$ cat config.mk
export PLATFORM = sky130hd
export DESIGN_NAME = seg_scan_driver
export DESIGN_NICKNAME = d
export VERILOG_FILES = /design/src/rtl/seg_scan_pkg.sv /design/src/rtl/seg_hex_lut.sv /design/src/rtl/seg_scan_driver.sv
export SDC_FILE = /design/constraint.sdc
export NUM_CORES = 1
export LEC_CHECK = 0
export CORE_MARGIN = 2
export CORE_UTILIZATION = 53
export CTS_CLUSTER_DIAMETER = 40
export DETAILED_ROUTE_END_ITERATION = 6
export DONT_BUFFER_PORTS = 1
export PLACE_DENSITY = 0.68
export SKIP_CTS_REPAIR_TIMING = 1
export SYNTH_ARGS = -nofsm -noshare
export SYNTH_HDL_FRONTEND = slang
export SYNTH_SLANG_ARGS = --single-unit
$ cat constraint.sdc
create_clock -name clk -period 8.1 [get_ports clk]
set_input_delay 1.62 -clock clk [delete_from_list [all_inputs] [get_ports clk]]
set_output_delay 1.62 -clock clk [all_outputs]
set_load 0.01 [all_outputs]
$ cat src/rtl/seg_scan_pkg.sv
// Shared constants for the multiplexed seven-segment scan driver.
// Optional decimal-point support is enabled with SEG_SCAN_DP_EN.
package seg_scan_pkg;

    localparam int IDX_W = 3;

    localparam logic [6:0] SEG_BLANK  = 7'h7F;
    localparam logic [7:0] AN_ALL_OFF = 8'hFF;

    // Active-high segments g..a; element 15 is listed first.
    localparam logic [15:0][6:0] SEG_LUT = {
        7'h71, 7'h79, 7'h5E, 7'h39,
        7'h7C, 7'h77, 7'h6F, 7'h7F,
        7'h07, 7'h7D, 7'h6D, 7'h66,
        7'h4F, 7'h5B, 7'h06, 7'h3F
    };

endpackage

$ cat src/rtl/seg_hex_lut.sv
// Hex nibble to active-high seven-segment pattern (g..a).
// Purely combinational.
module seg_hex_lut
    import seg_scan_pkg::*;
(
    input  logic [3:0] nib,
    output logic [6:0] seg
);

    assign seg = SEG_LUT[nib];

endmodule

$ cat src/rtl/seg_scan_driver.sv
// Double-buffered 8-digit common-anode seven-segment scan driver.
// Define SEG_SCAN_DP_EN to add per-digit decimal points (dp / dp_n).
module seg_scan_driver
    import seg_scan_pkg::*;
#(
    parameter int CLK_DIV    = 50000,
    parameter int NUM_DIGITS = 8
) (
    input  logic        clk,
    input  logic        rst,
    input  logic [31:0] data,
    input  logic [7:0]  dig_en,
    input  logic        load,
`ifdef SEG_SCAN_DP_EN
    input  logic [7:0]  dp,
`endif
    output logic [7:0]  an_n,
    output logic [6:0]  seg_n,
`ifdef SEG_SCAN_DP_EN
    output logic        dp_n,
`endif
    output logic        frame_done
);

    localparam int PS_W = (CLK_DIV > 1) ? $clog2(CLK_DIV) : 1;
    localparam logic [PS_W-1:0]  PS_MAX  = PS_W'(CLK_DIV - 1);
    localparam logic [IDX_W-1:0] IDX_MAX = IDX_W'(NUM_DIGITS - 1);

    logic [PS_W-1:0]  ps;
    logic [IDX_W-1:0] idx;
    logic             tick;
    logic             boundary;

    logic [31:0] act_data;
    logic [7:0]  act_mask;
    logic [31:0] pend_data;
    logic [7:0]  pend_mask;
    logic        pend;

    logic [3:0] cur_nib;
    logic       cur_en;
    logic [6:0] cur_seg;

    assign tick     = (ps == PS_MAX);
    assign boundary = tick && (idx == IDX_MAX);

    always_ff @(posedge clk or posedge rst) begin
        if (rst) begin
            ps  <= '0;
            idx <= '0;
        end else if (tick) begin
            ps  <= '0;
            idx <= (idx == IDX_MAX) ? '0 : idx + 1'b1;
        end else begin
            ps  <= ps + 1'b1;
        end
    end

    // A load on the boundary bypasses the pending slot entirely.
    always_ff @(posedge clk or posedge rst) begin
        if (rst) begin
            act_data  <= '0;
            act_mask  <= '0;
            pend_data <= '0;
            pend_mask <= '0;
            pend      <= 1'b0;
        end else if (boundary && load) begin
            act_data  <= data;
            act_mask  <= dig_en;
            pend      <= 1'b0;
        end else if (boundary && pend) begin
            act_data  <= pend_data;
            act_mask  <= pend_mask;
            pend      <= 1'b0;
        end else if (load) begin
            pend_data <= data;
            pend_mask <= dig_en;
            pend      <= 1'b1;
        end
    end

    assign cur_nib = act_data[{idx, 2'b00} +: 4];
    assign cur_en  = act_mask[idx];

    seg_hex_lut u_lut (
        .nib (cur_nib),
        .seg (cur_seg)
    );

    always_ff @(posedge clk or posedge rst) begin
        if (rst) begin
            an_n       <= AN_ALL_OFF;
            seg_n      <= SEG_BLANK;
            frame_done <= 1'b0;
        end else begin
            an_n       <= cur_en ? ~(8'b1 << idx) : AN_ALL_OFF;
            seg_n      <= cur_en ? ~cur_seg : SEG_BLANK;
            frame_done <= boundary;
        end
    end

`ifdef SEG_SCAN_DP_EN
    logic [7:0] act_dp;
    logic [7:0] pend_dp;

    // Mirrors the data/mask buffering so dp always matches its digit.
    always_ff @(posedge clk or posedge rst) begin
        if (rst) begin
            act_dp  <= '0;
            pend_dp <= '0;
        end else if (boundary && load) begin
            act_dp  <= dp;
        end else if (boundary && pend) begin
            act_dp  <= pend_dp;
        end else if (load) begin
            pend_dp <= dp;
        end
    end

    always_ff @(posedge clk or posedge rst) begin
        if (rst) begin
            dp_n <= 1'b1;
        end else begin
            dp_n <= ~(act_dp[idx] & cur_en);
        end
    end
`endif

endmodule
* After elaboration in Yosys (flattened, before gate mapping)
Memories as Yosys holds them, arrays and structs flattened. Cells that the tools add are included.
Operators by class: $add $sub $neg 2, mux-type cells 14, equality and inequality tests 2, shifts and indexed selects 2, reductions and logical operators 6, order comparisons 2, bitwise operators 4
Operator list (number):
- 32-bit two-way mux | 2
- 32-bit by 6-bit variable part select with 4-bit output | 1
- 8-bit two-way mux | 3
- 16-bit by 1-bit adder with 16-bit output (second input constant) | 1
- 16-bit equality test (second input constant) | 1
- 16-bit two-way mux | 1
- 7-bit two-way mux | 2
- 8-bit NOT | 1
- 1-bit by 3-bit left shift with 8-bit output (first input constant) | 1
- 7-bit NOT | 1
- 4-bit by 5-bit less-than comparator with 1-bit output (second input constant) | 1
- 3-bit by 4-bit less-than comparator with 1-bit output (second input constant) | 1
- 1-bit two-way mux | 4
- 3-bit by 1-bit adder with 3-bit output (second input constant) | 1
- 1-bit binary-select mux with 3-bit select | 1
- 3-bit equality test (second input constant) | 1
- 1-bit logical AND | 3
- 3-bit two-way mux | 1
- 3-bit AND reduction | 1
- 3-bit nonzero test | 1
- 1-bit NOT | 2
- 2-bit nonzero test | 1
Storage, ports and cells: word-level logic and storage cells 43, output and inout bits 16, memories kept 1, input port bits 43, register bits 116, memory bits (read-only) 112
Memories:
- (name not given) | words 16, width 7, rd ports 1, clocked after Yosys merged registers in 0, wr ports 0, RTL line seg_hex_lut.sv:10 | assign seg = SEG_LUT[nib];

* Logic depth before layout (Yosys ltp)
Gate-level depths: netlist of the first run.
depth in word-level cells 5, gate-level depth with buffers 10, gate-level depth less buffers 9

* Modules after synthesis
Synthesis of the first run repeated with hierarchy kept, for this count alone.
Unflattened totals: cells, all modules 508, area, all modules 5491.5 um^2
By module, submodules not included:
- seg_scan_driver | area an instance 5203.7 um^2, seq. area each 2921.6 um^2, instances 1, cells an instance 475
- seg_hex_lut | area an instance 287.8 um^2, seq. area each 0.0 um^2, instances 1, cells an instance 33

* Worst setup path before layout of the first run
No wires, ideal clock.
path kind reg-to-reg, from reg idx[0], to reg seg_n[3], slack 5533 ps, required time 8006 ps, clock period less this slack 2567 ps, arrival time 2474 ps, path buffers 1, library setup time 94 ps, stages on the path, launching flop included 10, cells stage by stage dfrtp_1 buf_4 mux4_2 mux2i_1 inv_1 ha_1 inv_1 nor3_1 a2111oi_0 a31oi_1
On the way: longest elaborated chain between the ends 5, elaborated cells on any way between the ends 7, those cells by class 1 x shift; 4 x mux; 1 x bitwise; 1 x memory
RTL lines:
- start: declaration | RTL line seg_scan_driver.sv:30 | logic [IDX_W-1:0] idx;
- start signal: assignment | RTL line seg_scan_driver.sv:53 | idx <= (idx == IDX_MAX) ? '0 : idx + 1'b1;
- 32-bit by 6-bit variable part select with 4-bit output | RTL line seg_scan_driver.sv:82 | assign cur_nib = act_data[{idx, 2'b00} +: 4];
- memory read 16 x 7 bit
- 7-bit two-way mux (not written as such) | RTL line seg_hex_lut.sv:10
- 7-bit NOT | RTL line seg_scan_driver.sv:97 | seg_n <= cur_en ? ~cur_seg : SEG_BLANK;
- 7-bit two-way mux * | RTL line seg_scan_driver.sv:97
- end signal: assignment | RTL line seg_scan_driver.sv:97
- end: declaration | RTL line seg_scan_driver.sv:18 | output logic [6:0] seg_n,
Every way passes the cells marked *; elsewhere a longest branch is shown, timed or not. The select of a mux whose other input is x is not followed. A chain may end at the register's enable or synchronous reset.

* Worst setup path after layout of the first run
Ends and elaborated chain as after synthesis.

==> impl_metrics.env, run 1 <==
export IMPL_synth_fp_nets=547
export IMPL_fin_ws_ps=4950
export IMPL_drc=0
export IMPL_tightestPinTransition_ps=1090
export IMPL_final_cells=636
export IMPL_synthFlopType="dfrtp_1"
export IMPL_ant_nets=0
export IMPL_maxSlewViolCount=0
export IMPL_hold_class="reg -> reg"
export IMPL_avgSynthCellArea_um2=11.6
export IMPL_drive_gt1_frac=0.290
export IMPL_fmax_ghz=0.317
export IMPL_syn_instance_count=491
export IMPL_cp_start_kind="flop"
export IMPL_hold_depth=2
export IMPL_cap_violations=0
export IMPL_cts_root_buf="clkbuf_8"
export IMPL_cp_cell_sequence="mux4_2, mux2i_1, inv_1, ha_1, inv_1, nor3_1, a2111oi_0, a31oi_1"
export IMPL_die_w_um=108
export IMPL_portBuffers=0
export IMPL_grt_pass1_vias=3526
export IMPL_slew_headroom=0.253
export IMPL_cp_required_ps=8500
export IMPL_r2r_start="idx[0]"
export IMPL_yosysTopAreaCellShare=0.444
export IMPL_antenna_found_initial=0
export IMPL_routabilityCongestion=0.796
export IMPL_status="completed"
export IMPL_cp_max_fo=15
export IMPL_yosys_area_top_type="dfrtp_1"
export IMPL_rows=37
export IMPL_cp_slowest_cell="dfrtp_1"
export IMPL_vias=3581
export IMPL_cpMostUsedCell="inv_1"
export IMPL_worstSetupPathType="reg -> reg"
export IMPL_synth_warnings=0
export IMPL_peakVddDrop_mv=0.240
export IMPL_reg2reg_depth=8
export IMPL_firstDrtPassIters=4
export IMPL_cts_buffers=17
export IMPL_avgViaCountPerCell=5.63
export IMPL_htreeDepth=4
export IMPL_dp_cells=604
export IMPL_rrSetupSlack_ps=4950
export IMPL_die_area_um2=11600
export IMPL_insertedDiodeCount=0
export IMPL_p_per_area_nw_per_um2=213
export IMPL_cp_buffers_inverters=2
export IMPL_slowest_delay_ps=860
export IMPL_overflow=0
export IMPL_grt_pass1_wl_um=18300
export IMPL_wl_per_cell_um=17.3
export IMPL_area_delta_synth_final_pct=10.1
export IMPL_finalCriticalPeriod_ps=3150
export IMPL_hold_path_end="act_data[8]"
export IMPL_leakage_nw=2.65
export IMPL_clk_pin_slew_ps=60
export IMPL_rsz0062_at_grt="no"
export IMPL_fillers=841
export IMPL_coreArea_um2=10400
export IMPL_tns_ps=0
export IMPL_end_kind="flop"
export IMPL_routed_wl_um=11000
export IMPL_ys_types=42
export IMPL_finalSetupViolations=0
export IMPL_dpl_hpwl_um=7010
export IMPL_synth_edf_count=0
export IMPL_synth_commonest_cells="101 x dfrtp_1, 62 x nand2_1, 56 x nor2_1, 42 x mux2_2, 41 x nor2b_1"
export IMPL_ios=59
export IMPL_track_usage=0.209
export IMPL_drt_iter0_drc=167
export IMPL_synth_seq_area_share=0.514
export IMPL_synth_seq_cells=116
export IMPL_finClkSkew_ps=6.95
export IMPL_syn_cell_area_um2=5690
export IMPL_yosysMostFrequentCell="dfrtp_1"
export IMPL_clk_path_buf_depth=2
export IMPL_cp_data_arrival_time_ps=3550
export IMPL_cts_tree="built"
export IMPL_r2r_end="seg_n[3]"
export IMPL_fin_crit_sh=0.389
export IMPL_clkLatencyLatePin_ps=530
export IMPL_hold_violations=0
export IMPL_grt_max_degree=81
export IMPL_synth_area_leaders="dfrtp_1 44%, o31ai_2 8.8%, mux2_2 8.3%"
export IMPL_synthArstFlopShare=1.00
export IMPL_initial_core_util=0.549
export IMPL_fp_dieH_um=108
export IMPL_pre_cts_ws_ps=4950
export IMPL_cp_top_family="multiplexers"
export IMPL_startpoint="idx[0]"
export IMPL_clock_sinks=116
export IMPL_num_nets_final=543
export IMPL_worstHoldStart="act_data[8]"
-- layer usage --
layer  up-vias  global-route usage  routed length [um]
met5         -                   0                   0
met4         0              0.0824                 161
met3        13              0.0654                 607
met2        73               0.315                5220
met1      1804               0.283                5000
li1       1691                   -                   -
-- metrics by stage --
step           hold WS, ps  cell area, um2  utilization  total power [mW]
5_1_grt                497            6260        0.604              1.38
3_3_place_gp           465            5730        0.553             0.679
4_1_cts                481            6260        0.604              1.35
3_5_place_dp           467            5730        0.553             0.682
2_1_floorplan          451            5690            -             0.673
6_report               479            6260        0.604              1.34
-- worst reg2reg max path, stage by stage (launching register included) --
cell	delay, ps
dfrtp_1	860
mux4_2	600
mux2i_1	510
inv_1	170
ha_1	270
inv_1	80
nor3_1	50
a2111oi_0	400
a31oi_1	90
-- registers in the layout, summed over array words and instances (netlist names) --
register	count
act_data	32
seg_n	7
idx	3
ps	16
pend_mask	8
an_n	8
pend	1
pend_data	32
frame_done	1
act_mask	8
-- cell families (layout without fill, tap and decap cells) --
logic type | Yosys count | after routing | share of synthesized area
multiplexers | 57 | 57 | 0.127
XOR/XNOR | 13 | 13 | 0.0200
AND/OR/NAND/NOR | 194 | 194 | 0.162
buffers and inverters | 35 | 44 | 0.0334
AO/OA/AOI/OAI | 63 | 63 | 0.115
adder cells (fa/ha/maj) | 13 | 13 | 0.0286
flip-flops | 116 | 116 | 0.514
-- cells in the final DEF (no fill, tap or decap), types with 10 or more instances in the layout --
master	synthesis	layout
nor2b_1	41	41
clkbuf_16	0	16
dfstp_2	15	15
mux2_2	42	42
nand3_1	10	10
dfrtp_1	101	101
nand2_1	62	61
nor2_1	56	56
ha_1	13	13
o31ai_2	40	40
-- final cells by class --
class	count	area (um2)	area share
Tap cell	136	170	0.0272
Timing Repair Buffer	3	22.5	0.00359
Clock inverter	14	106	0.0170
Multi-Input combinational cell	340	2580	0.412
Inverter	9	36.3	0.00579
Sequential cell	116	2920	0.466
Clock buffer	18	428	0.0683
-- power breakdown --
part | internal, mW | leakage [nW] | switching (mW)
Sequential | 0.600 | 1.46 | 0.00966
Clock | 0.384 | 0.242 | 0.280
Combinational | 0.0287 | 0.946 | 0.0325
Total | 1.01 | 2.65 | 0.322
-- how the worst max path moves through the flow --
stage | slack, ps | depth (start not counted) | end
detailed placement | 4950 | 8 | seg_n[3]
global route | 4630 | 8 | seg_n[3]
floorplan | 3430 | 1 | act_data[0]
global placement | 5080 | 5 | act_data[15]
finish | 4950 | 8 | seg_n[3]
CTS | 4920 | 8 | seg_n[3]
Note: power is estimated with default switching activity, not from simulation.
==> inputs of run 2 (changes only) <==
==> constraint.sdc (replaced) <==
create_clock -name clk -period 3.1 [get_ports clk]
set_input_delay 0.62 -clock clk [delete_from_list [all_inputs] [get_ports clk]]
set_output_delay 0.62 -clock clk [all_outputs]
set_load 0.01 [all_outputs]
==> run 2 against run 1 <==
Against the previous run:
- cell count is 1.3% higher
- clock power grew to 2.9 times the previous value
- via count is 0.89% lower
- cell area is 2.4% higher
- critical path type unchanged
- critical endpoint is now pend_data[18]
==> impl_metrics.env, run 2 (synthesis results as in run 1) <==
export IMPL_peakVddDrop_mv=0.385
export IMPL_tightestPinTransition_ps=983
export IMPL_final_common_cell="dfrtp_1"
export IMPL_fp_dieH_um=108
export IMPL_ios=59
export IMPL_initial_core_util=0.549
export IMPL_finalSetupViolations=0
export IMPL_fin_crit_sh=0.835
export IMPL_insertedDiodeCount=0
export IMPL_final_cell_mix="101 x dfrtp_1, 61 x nand2_1, 56 x nor2_1"
export IMPL_switching_share=0.209
export IMPL_num_nets_final=551
export IMPL_clock_sinks=116
export IMPL_coreArea_um2=10400
export IMPL_grt_max_degree=81
export IMPL_firstDrtPassIters=4
export IMPL_switching_power_uw=767
export IMPL_cts_buffers=17
export IMPL_avgViaCountPerCell=5.51
export IMPL_leakage_nw=2.73
export IMPL_worstSetupPathType="reg -> reg"
export IMPL_fin_ws_ps=511
export IMPL_cp_required_ps=3500
export IMPL_clkLatencyLatePin_ps=520
export IMPL_drc=0
export IMPL_finClkSkew_ps=8.54
export IMPL_rows=37
export IMPL_cts_tree="built"
export IMPL_combPwrFrac=0.046
export IMPL_end_kind="flop"
export IMPL_finalInstanceArea_um2=6410
export IMPL_routabilityCongestion=0.832
export IMPL_drt_iter0_drc=249
export IMPL_maxSlewViolCount=0
export IMPL_vias=3549
export IMPL_cp_max_fo=29
export IMPL_cp_start_kind="flop"
export IMPL_die_w_um=108
export IMPL_dpl_hpwl_um=7240
export IMPL_portBuffers=0
export IMPL_finalCriticalPeriod_ps=2590
export IMPL_drive_gt1_frac=0.293
export IMPL_post_dp_cell_area_um2=5820
export IMPL_hold_violations=0
export IMPL_wl_per_cell_um=17.0
export IMPL_cp_data_arrival_time_ps=2990
export IMPL_routed_wl_um=11000
export IMPL_overflow=0
export IMPL_die_area_um2=11600
export IMPL_hold_class="in -> reg"
export IMPL_status="completed"
export IMPL_area_delta_synth_final_pct=12.8
export IMPL_antenna_found_initial=0
export IMPL_slew_headroom=0.344
export IMPL_rsz0062_at_grt="no"
export IMPL_top_regs="act_data (32), pend_data (32), ps (16)"
export IMPL_startpoint="ps[11]"
export IMPL_cap_violations=0
export IMPL_cts_root_buf="clkbuf_8"
export IMPL_pre_cts_ws_ps=523
export IMPL_ant_nets=0
export IMPL_p_seq_frac=0.434
export IMPL_fmax_ghz=0.386
export IMPL_tns_ps=0
export IMPL_multi_input_area_um2=2580
export IMPL_r2r_start="ps[11]"
export IMPL_area_sequential_um2=2920
export IMPL_p_per_area_nw_per_um2=573
export IMPL_clk_path_buf_depth=2
export IMPL_p_int_mw=2.91
export IMPL_grt_pass1_wl_um=18500
export IMPL_grt_pass1_vias=3734
export IMPL_track_usage=0.212
export IMPL_clk_pin_slew_ps=60
export IMPL_fillers=824
export IMPL_htreeDepth=4
export IMPL_pwr_share_clk=0.520
export IMPL_worstHoldStart="data[14]"
[run 2: per-layer routing]
| metal | vias to the layer above | GRT usage | wire length, um |
|---|---|---|---|
| met5 | - | 0 | 0 |
| met4 | 0 | 0.101 | 150 |
| met3 | 11 | 0.0599 | 563 |
| met2 | 74 | 0.331 | 5410 |
| met1 | 1758 | 0.274 | 4850 |
| li1 | 1706 | - | - |
[run 2: stage by stage]
step,power [mW],hold WS [ps],utilization,instances
after floorplan,1.76,451,-,491
after global placement,1.78,470,0.561,611
after detailed placement,1.79,469,0.561,611
after CTS,3.72,-72.4,0.618,643
after global routing,3.81,215,0.619,644
final,3.67,241,0.619,644
[run 2: critical path, cell delays in order (launching register included)]
cell and delay (ps):
dfrtp_1 420, nor4b_1 600, nor3b_2 280, buf_4 160
nand3_1 90, nand2_2 300, buf_12 240, mux2_2 360
[run 2: cell type report]
type,count,area share
Clock buffer,22,0.0706
Clock inverter,10,0.0203
Inverter,9,0.00585
Multi-Input combinational cell,340,0.402
Sequential cell,116,0.455
Tap cell,136,0.0265
Timing Repair Buffer,11,0.0191
[run 2: path summary, 6_finish.rpt]
| path | slack [ps] | end | cells after the start |
|---|---|---|---|
| min in group asynchronous | 550 | pend_mask[7] | 2 |
| hold / removal | 240 | pend_data[14] | 1 |
| setup / recovery | 510 | pend_data[18] | 7 |
| setup reg to reg | 510 | pend_data[18] | 7 |
| max in group asynchronous | 1840 | seg_n[5] | 3 |
| hold reg to reg | 480 | ps[0] | 1 |
[run 2: power groups by stage]
stage          clock [mW]  sequential, mW  combinational, mW
2_1_floorplan           0            1.61              0.147
3_3_place_gp            0            1.62              0.166
3_5_place_dp            0            1.62              0.170
4_1_cts              1.95            1.59              0.171
5_1_grt              2.02            1.60              0.190
6_report             1.91            1.60              0.168
